**src/rtl/mac_sequencer.sv**
```systemverilog
// Sequencer feeding an 8x8 MAC: clears it, streams N_ELEM operand pairs from a
// synchronous-read memory, drains the 3-stage pipeline and captures the dot product.
module mac_sequencer #(
  parameter int N_ELEM = 16,
  parameter int ADDR_W = 4
) (
  input  logic              clk,
  input  logic              aclr,
  input  logic              start,
  output logic              busy,
  output logic [ADDR_W-1:0] mem_addr,
  input  logic [7:0]        mem_a,
  input  logic [7:0]        mem_b,
  output logic [7:0]        mac_dataa,
  output logic [7:0]        mac_datab,
  output logic              mac_clken,
  output logic              mac_aclr,
  input  logic [16:0]       mac_result,
  output logic [16:0]       result,
  output logic              result_valid
);

  typedef enum logic [2:0] {
    S_IDLE,
    S_CLEAR,
    S_ISSUE,
    S_DRAIN,
    S_CAPTURE
  } state_t;

  localparam logic [ADDR_W-1:0] LAST_ADDR = ADDR_W'(N_ELEM - 1);

  state_t            r_state;
  state_t            w_next;
  logic [ADDR_W-1:0] r_addr;
  logic [1:0]        r_drain;
  logic              r_dv;
  logic              r_mac_aclr;
  logic [16:0]       r_result;
  logic              r_valid;
  logic              w_busy;

  always_comb begin
    w_next = r_state;
    w_busy = 1'b1;
    case (r_state)
      S_IDLE: begin
        w_busy = 1'b0;
        if (start) w_next = S_CLEAR;
      end
      S_CLEAR:   w_next = S_ISSUE;
      S_ISSUE:   if (r_addr == LAST_ADDR) w_next = S_DRAIN;
      S_DRAIN:   if (r_drain == 2'd2) w_next = S_CAPTURE;
      S_CAPTURE: w_next = S_IDLE;
      default:   w_next = S_IDLE;
    endcase
  end

  // The address doubles as the ISSUE length counter; it only advances while
  // staying in ISSUE, so it is 0 on entry and falls back to 0 on exit.
  always_ff @(posedge clk or posedge aclr) begin
    if (aclr) begin
      r_state    <= S_IDLE;
      r_addr     <= '0;
      r_drain    <= '0;
      r_dv       <= 1'b0;
      r_mac_aclr <= 1'b0;
      r_result   <= '0;
      r_valid    <= 1'b0;
    end else begin
      r_state    <= w_next;
      r_addr     <= (r_state == S_ISSUE && w_next == S_ISSUE) ? r_addr + ADDR_W'(1) : '0;
      r_drain    <= (r_state == S_DRAIN) ? r_drain + 2'd1 : '0;
      r_dv       <= (r_state == S_ISSUE);
      r_mac_aclr <= (w_next == S_CLEAR);
      r_valid    <= (r_state == S_CAPTURE);
      if (r_state == S_CAPTURE) r_result <= mac_result;
    end
  end

  assign busy         = w_busy;
  assign mac_clken    = w_busy;
  assign mem_addr     = r_addr;
  assign mac_aclr     = r_mac_aclr;
  assign mac_dataa    = r_dv ? mem_a : '0;
  assign mac_datab    = r_dv ? mem_b : '0;
  assign result       = r_result;
  assign result_valid = r_valid;

endmodule
```
**config.mk**
```make
export PLATFORM = sky130hd
export DESIGN_NAME = mac_sequencer
export DESIGN_NICKNAME = d
export VERILOG_FILES = /design/src/rtl/mac_sequencer.sv
export SDC_FILE = /design/constraint.sdc
export NUM_CORES = 1
export LEC_CHECK = 0
export ABC_AREA = 1
export CORE_MARGIN = 2
export CORE_UTILIZATION = 34
export CTS_BUF_LIST = sky130_fd_sc_hd__clkbuf_8
export DETAILED_ROUTE_END_ITERATION = 6
export GPL_ROUTABILITY_DRIVEN = 0
export PLACE_DENSITY_LB_ADDON = 0.25
export SYNTH_ARGS = -nofsm -noshare
export SYNTH_HDL_FRONTEND = slang
export SYNTH_SLANG_ARGS = --single-unit
export TNS_END_PERCENT = 50
```
**constraint.sdc**
```tcl
create_clock -name clk -period 1.2 [get_ports clk]
set_clock_uncertainty 0.1 [all_clocks]
set_input_delay 0.12 -clock clk [delete_from_list [all_inputs] [get_ports clk]]
set_output_delay 0.12 -clock clk [all_outputs]
set_load 0.05 [all_outputs]
```
# Yosys cells after proc, flatten, opt, wreduce, memory -nomap -nowiden

Cells that the tools add are included.

Register bits: 29
Bits of input ports: 36
Logic and storage cells: 28

$add $sub $neg: 2
Equality and inequality tests: 8
Multiplexer cells: 9
Reductions and logical operators: 2

Operators with widths:

| kind                  | number |
|---|---|
| $mux W8               | 2 |
| $pmux W3 S4           | 1 |
| $eq A3 B2 Y1 const B  | 3 |
| $mux W3               | 3 |
| $eq A3 B1 Y1 const B  | 2 |
| $add A4 B1 Y4 const B | 1 |
| $eq A4 B4 Y1 const B  | 1 |
| $mux W4               | 1 |
| $eq A3 B3 Y1 const B  | 1 |
| $logic_not A3 Y1      | 1 |
| $add A2 B1 Y2 const B | 1 |
| $eq A2 B2 Y1 const B  | 1 |
| $mux W2               | 1 |
| $logic_and A1 B1 Y1   | 1 |
| $mux W1               | 1 |

# Depth between registers and ports, before layout

Depth after elaboration: 6
Gate-level depth with buffers: 8
Depth with buffers taken out: 8

# Worst setup path after synthesis

Ideal clock, no wire load.

Path kind: flip-flop to flip-flop
Start: register r_addr[0], in the netlist mem_addr[0]
End: register r_addr[0], in the netlist mem_addr[0]
Setup time: 0.142 ns
Data arrival time: 1.258 ns
Setup slack: -0.300 ns
Cell stages (with the launch flop): 7
Path buffers: 0
Period minus slack after synthesis: 1.500 ns
Path through: dfrtp_1 > ha_1 > nand3_1 > nand2_1 > nand2_1 > nand3_2 > nor2_1

Word-level cells in the longest chain between the ends: 6
Elaborated cells on any way between the ends: 7

RTL lines:

| item                   | RTL line | RTL |
|---|---|---|
| start, declared        | 35       | `logic [ADDR_W-1:0] r_addr;` |
| start signal, assigned | 72       | `r_addr <= (r_state == S_ISSUE && w_next == S_ISSUE) ? r_addr + ADDR_W'(1) : '0;` |
| $eq A4 B4 Y1           | 52       | `S_ISSUE: if (r_addr == LAST_ADDR) w_next = S_DRAIN;` |
| $mux W3                | 52       |  |
| $pmux W3 S4            | 46       | `case (r_state)` |
| $eq A3 B2 Y1           | 72       |  |
| $logic_and A1 B1 Y1    | 72       |  |
| $mux W4 *              | 72       |  |

Every way passes the cells marked *; elsewhere a longest branch is shown, timed or not.
A chain may end at the register's enable or synchronous reset.

# Worst setup path after layout

Start: register r_dv
End: output mac_dataa[7]

Word-level cells in the longest chain between the ends: 1

RTL lines:

| item                   | RTL line | RTL |
|---|---|---|
| start, declared        | 37       | `logic r_dv;` |
| start signal, assigned | 74       | `r_dv <= (r_state == S_ISSUE);` |
| $mux W8                | 85       | `assign mac_dataa = r_dv ? mem_a : '0;` |
| end, declared          | 14       | `output logic [7:0] mac_dataa,` |

Every way passes these cells.

==> results.sh <==
export IMPL_cap_violations=0
export IMPL_r2r_slack_ns=-0.10
export IMPL_status="finished with violations"
export IMPL_cts_sinks=29
export IMPL_die_x_um=65.8
export IMPL_yosys_warnings=0
export IMPL_violations="negative setup slack"
export IMPL_dpl_cell_area_sq_mm=0.00260
export IMPL_grt_usage=0.194
export IMPL_seqPwrFrac=0.270
export IMPL_yosysUniqueCellTypes=20
export IMPL_num_io_pins=77
export IMPL_diodes=0
export IMPL_grt_ovfl_total=0
export IMPL_cp_required_ns=0.98
export IMPL_comb_power_share=0.552
export IMPL_crit_path_max_fanout=6
export IMPL_synth_fp_nets=190
export IMPL_start_util=0.355
export IMPL_stdcell_area_sq_mm=0.00296
export IMPL_clock_path_buffers=2
export IMPL_grt_pass1_vias=1307
export IMPL_synthCells=152
export IMPL_slew_headroom=0.808
export IMPL_regToRegStartpoint="r_state[1]"
export IMPL_rr_endpoint="mem_addr[0]"
export IMPL_p_switching_mw=1.91
export IMPL_final_nets=286
export IMPL_ys_seq_area_frac=0.559
export IMPL_drv_slew=0
export IMPL_layout_drive_gt1_share=0.554
export IMPL_htree_levels=2
export IMPL_post_drt_via_cell_ratio=4.34
export IMPL_syn2layout_area_growth_pct=128
export IMPL_worstMarginPinSlew_ns=0.287
export IMPL_vias=1290
export IMPL_rows=22
export IMPL_synth_top_cell_area_share=0.559
export IMPL_cp_start_kind="flip-flop"
export IMPL_layout_min_cycle_time_ns=1.33
export IMPL_synth_seq_cells=29
export IMPL_first_iter_violations=40
export IMPL_drc=0
export IMPL_io_buffers=76
export IMPL_min_path_type="in -> async"
export IMPL_worst_slack_ns=-0.134
export IMPL_leakagePower_nw=1.42
export IMPL_path_clk_slew_ns=0.06
export IMPL_cts_tree="done"
export IMPL_dieArea_sq_mm=0.00433
export IMPL_ant_nets=0
export IMPL_grt_max_degree=30
export IMPL_post_place_ws_ns=-0.0651
export IMPL_end_kind="primary output"
export IMPL_synth_area_sq_mm=0.00130
export IMPL_drt_wl_total_mm=3.90
export IMPL_firstDrtPassIters=4
export IMPL_fp_dieH_um=65.8
export IMPL_fmax_mhz=750
export IMPL_wire_per_inst_um=13.1
export IMPL_clockPowerShare=0.179
export IMPL_hold_viol_final=0
export IMPL_critical_path_max_stage_delay_ns=0.44
export IMPL_path_cells="buf_6, nand2_1, inv_2, buf_12"
export IMPL_clockRootBuffer="clkbuf_8"
export IMPL_cts_buffers=5
export IMPL_period_share=1.11
export IMPL_fin_util=0.808
export IMPL_peakVddDrop_v=0.000924
export IMPL_finalNonFillerCells=297
export IMPL_antenna_found_initial=0
export IMPL_power_density_mw_per_mm2=1630
export IMPL_core_area_sq_mm=0.00366
export IMPL_syn_area_per_cell_sq_um=8.54
export IMPL_sw_frac_of_total=0.396
export IMPL_dp_cells=281
export IMPL_dp_hpwl_mm=2.76
export IMPL_yosys_area_top_type="dfrtp_1"
export IMPL_fillers=231
export IMPL_worst_r2r_path_depth=5
export IMPL_rsz0062_at_grt="yes"
export IMPL_crit_arrival_ns=1.11
export IMPL_setup_viol=41
export IMPL_grt_pass1_wl_mm=6.22
export IMPL_clkLatencyLatePin_ns=0.27
export IMPL_p_int_mw=2.91
export IMPL_cts_hold_buffers=0
export IMPL_crit_slowest_cell="dfrtp_2"
export IMPL_netlist_top_cells_area="dfrtp_1 56%, nand2_1 18%, inv_1 6.4%"
export IMPL_path_class="reg -> out"
## logic make-up after synthesis
| kind of cell | Yosys count | synth area share |
|---|---|---|
| AO/OA/AOI/OAI | 3 | 0.0135 |
| XOR/XNOR | 2 | 0.0135 |
| adder cells (fa/ha/maj) | 2 | 0.0193 |
| buffers and inverters | 28 | 0.104 |
| flip-flops | 29 | 0.559 |
| AND/OR/NAND/NOR | 88 | 0.291 |
## worst max path at each step
stage	startpoint	endpoint	slack (ns)	cells past startpoint
2_1_floorplan	mem_addr[0]	mem_addr[0]	-0.09	6
3_3_place_gp	r_drain[0]	mem_addr[2]	0.001	8
3_5_place_dp	r_drain[0]	mem_addr[3]	-0.07	8
4_1_cts	r_dv	mac_dataa[3]	-0.15	4
5_1_grt	r_state[1]	mem_addr[2]	-0.20	5
6_report	r_dv	mac_dataa[7]	-0.13	4
## sequential cells by signal (all words and copies together), names as in the netlist
signal        cells
result           17
mac_aclr          1
r_dv              1
r_state           3
result_valid      1
r_drain           2
mem_addr          4
## critical path: cells and delay by family (launching register included)
family / cells / cell delay, ns
DFF: 1 / 0.44
buffers and inverters: 3 / 0.33
and+or+nand+nor: 1 / 0.07
## cells in the mapped netlist
cell,instances
a211oi_1,1
a21oi_1,1
buf_12,1
buf_2,1
buf_4,2
clkbuf_1,1
dfrtp_1,29
ha_1,2
inv_1,22
inv_6,1
nand2_1,64
nand2_2,9
nand2_4,1
nand3_1,3
nand3_2,1
nor2_1,9
nor2_4,1
o21ai_0,1
xnor2_1,1
xor2_1,1
## cell type report
type                    instances  area, sq um  area share
flip-flops and latches         29          732       0.247
multi-input cells              95          587       0.198
clock inverters                 1         5.00     0.00169
well taps                      48         60.1      0.0203
clock buffers                   7         96.3      0.0326
inverters                      23          105      0.0355
repair buffers                 94         1370       0.464
## stage by stage
stage	power, mW	TNS (ns)	hold WS [ns]
floorplan	2.43	-0.470	0.0980
global placement	3.51	0	0.313
detailed placement	3.56	-0.310	0.318
CTS	4.67	-2.99	0.0862
global route	5.07	-5.97	0.0861
finish	4.82	-3.69	0.0815
## cells in the final DEF (no fill, tap or decap), types with 2 or more instances in the layout
cell type,count
nand2_4,6
inv_1,5
nand2_1,34
clkbuf_8,7
buf_6,6
inv_2,15
nand2_2,33
buf_4,8
nor2_2,3
clkdlybuf4s50_1,35
nor2_1,6
buf_8,2
dfrtp_1,24
buf_12,42
nand3_1,2
dfrtp_2,5
## per-layer routing
metal / part of all wire / global-route usage / routed length [um]
met5: 0 / 0 / 0
met4: 0.0095 / 0.0703 / 37
met3: 0.13 / 0.104 / 492
met2: 0.51 / 0.319 / 1990
met1: 0.35 / 0.212 / 1380
## power groups by stage
| stage | Sequential [mW] | Clock, mW | Combinational (mW) |
|---|---|---|---|
| 6_report | 1.30 | 0.861 | 2.66 |
| 5_1_grt | 1.32 | 0.945 | 2.81 |
| 4_1_cts | 1.30 | 0.887 | 2.48 |
| 3_5_place_dp | 1.30 | 0 | 2.26 |
| 3_3_place_gp | 1.29 | 0 | 2.22 |
| 2_1_floorplan | 1.56 | 0 | 0.866 |
## repair_timing
item                                    in CTS  in global routing
gates cloned                                 0                  1
endpoints found under the hold margin        0                  0
pin swaps                                   16                 13
endpoints found under the setup margin      42                 43
setup buffers                                3                  4
gates resized for setup                     48                 25
No activity file was read; power rests on OpenSTA's default activity.
==> edit (config.mk and constraints unchanged) <==
Re-encode `state_t` (5 states) as Gray code, 3 bits wide.
--- a/src/rtl/mac_sequencer.sv
+++ b/src/rtl/mac_sequencer.sv
@@ -21,11 +21,11 @@
 );
 
   typedef enum logic [2:0] {
-    S_IDLE,
-    S_CLEAR,
-    S_ISSUE,
-    S_DRAIN,
-    S_CAPTURE
+    S_IDLE    = 3'b000,
+    S_CLEAR   = 3'b001,
+    S_ISSUE   = 3'b011,
+    S_DRAIN   = 3'b010,
+    S_CAPTURE = 3'b110
   } state_t;
 
   localparam logic [ADDR_W-1:0] LAST_ADDR = ADDR_W'(N_ELEM - 1);
Behaviour: no difference found for any inputs over 10 cycles, from zero or initial values; not proved beyond that.
==> edit against the original RTL <==
- the flow still finishes with violations (setup timing)
- sequential cell count stayed put
- worst setup slack worse by 0.050 ns
- sequential power is 43% higher
- via count is 6.0% lower
- design area is 5.5% lower
- global-route usage is 2.3 points lower
- power is 59% higher
- wire length is 15% lower
- die area is 3.5% lower
- area after synthesis is 3.8% lower
- critical path type unchanged
- critical endpoint is now mac_datab[2]
- largest cell class unchanged
- largest power group unchanged
==> edit: results (changes against the original RTL) <==
.. list-table::
   :header-rows: 1

   * - Metric
     - Value
   * - Number of distinct standard cells referenced by the synthesized netlist
     - 17 (was 20)
   * - Leakage Power
     - 0.00133 µW (was 0.00142 µW)
   * - Result of the run
     - finished, violations left (unchanged)
   * - Global-route wire length before repair
     - 5.40 mm (was 6.22 mm)
   * - Total track usage
     - 17.1% (was 19.4%)
   * - Relative slew slack
     - 88.0% (was 80.8%)
   * - Leading cell types by total area after synthesis
     - dfrtp_1 58%, nand2_1 22%, inv_1 6.6%, nor2_1 3.6%, ha_1 2.0% (was dfrtp_1 56%, nand2_1 18%, inv_1 6.4%, nand2_2 4.3%, nor2_1 2.6%)
   * - Dpl ws
     - -0.0261 ns (was -0.0651 ns)
   * - WP data arrival
     - 1.16 ns (was 1.11 ns)
   * - Drt wl/cell
     - 11.5 µm (was 13.1 µm)
   * - Max IR drop VDD
     - 1.73 mV (was 0.924 mV)
   * - Post-synthesis sequential area ratio
     - 58.1% (was 55.9%)
   * - Maximum cell stage delay along the critical path
     - 0.42 ns (was 0.44 ns)
   * - Violated checks
     - setup timing (unchanged)
   * - Routed wire length
     - 3.31 mm (was 3.90 mm)
   * - Register-to-Register Setup Slack
     - 0.01 ns (was -0.10 ns)
   * - Leading post-synthesis cells by instance count
     - 73 x nand2_1, 29 x dfrtp_1, 22 x inv_1 (was 64 x nand2_1, 29 x dfrtp_1, 22 x inv_1)
   * - Highest fanout seen on the critical path
     - 8 (was 6)
   * - Highest achievable clock rate
     - 723 MHz (was 750 MHz)
   * - Capturing point of the worst reg2reg path
     - result[6] (was mem_addr[0])
   * - # fillers
     - 239 (was 231)
   * - Setup violators final
     - 18 (was 41)
   * - Share of final-layout standard cells stronger than drive strength 1
     - 40.6% (was 55.4%)
   * - DRC marker count from the first detailed-route iteration
     - 15 (was 40)
   * - PnR worst setup slack
     - -0.184 ns (was -0.134 ns)
==> edit: cell type report <==
class | count | area share (%)
clock buffers | 5 | 2.46
clock inverters | 2 | 0.313
well taps | 48 | 2.15
repair buffers | 85 | 46.1
multi-input cells | 94 | 18.0
flip-flops and latches | 29 | 26.2
inverters | 24 | 4.74
==> edit: worst register-to-register path, cell delays in order (launching register included) <==
cell,delay (ns)
dfrtp_2,0.43
buf_12,0.12
nand3_4,0.14
buf_6,0.19
nand2_1,0.06
nand2_1,0.05
==> edit: cell families after synthesis <==
| family | synth area share [%] |
|---|---|
| and+or+nand+nor | 28.8 |
| buffers and inverters | 10.0 |
| DFF | 58.1 |
| adders and majority gates | 2.00 |
| AOI/OAI and AO/OA | 0.400 |
| xor gates and xnor gates | 0.701 |
==> edit: metrics by stage <==
stage	instance area, µm²	hold slack [ns]	TNS, ns	total power [µW]
2_1_floorplan	1320	0.0979	0	4140
3_3_place_gp	2560	0.314	-0.0207	6600
3_5_place_dp	2560	0.320	-0.152	6680
4_1_cts	2690	0.0876	-2.82	7530
5_1_grt	2800	0.103	-4.01	8060
6_report	2800	0.0871	-2.61	7660
==> edit: repair_timing <==
item,in CTS,in global routing
buffers inserted,2,3
hold buffers,0,0
endpoints found under the setup margin,19,36
pin swaps,1,2
gates resized for setup,16,23
==> edit: routing by layer <==
layer | up-vias | part of all wire [%] | global-route usage [%] | wire length (µm)
met4 | 0 | 2.2 | 8.78 | 72
met5 | - | 0 | 0 | 0
met2 | 59 | 51 | 28.3 | 1670
li1 | 613 | - | - | -
met3 | 8 | 10 | 6.60 | 334
met1 | 532 | 37 | 19.2 | 1230
==> edit: report_power, final <==
part	switching [µW]	internal [µW]	total, µW
clock	321	383	705
combinational	2690	2410	5100
sequential	453	1410	1860
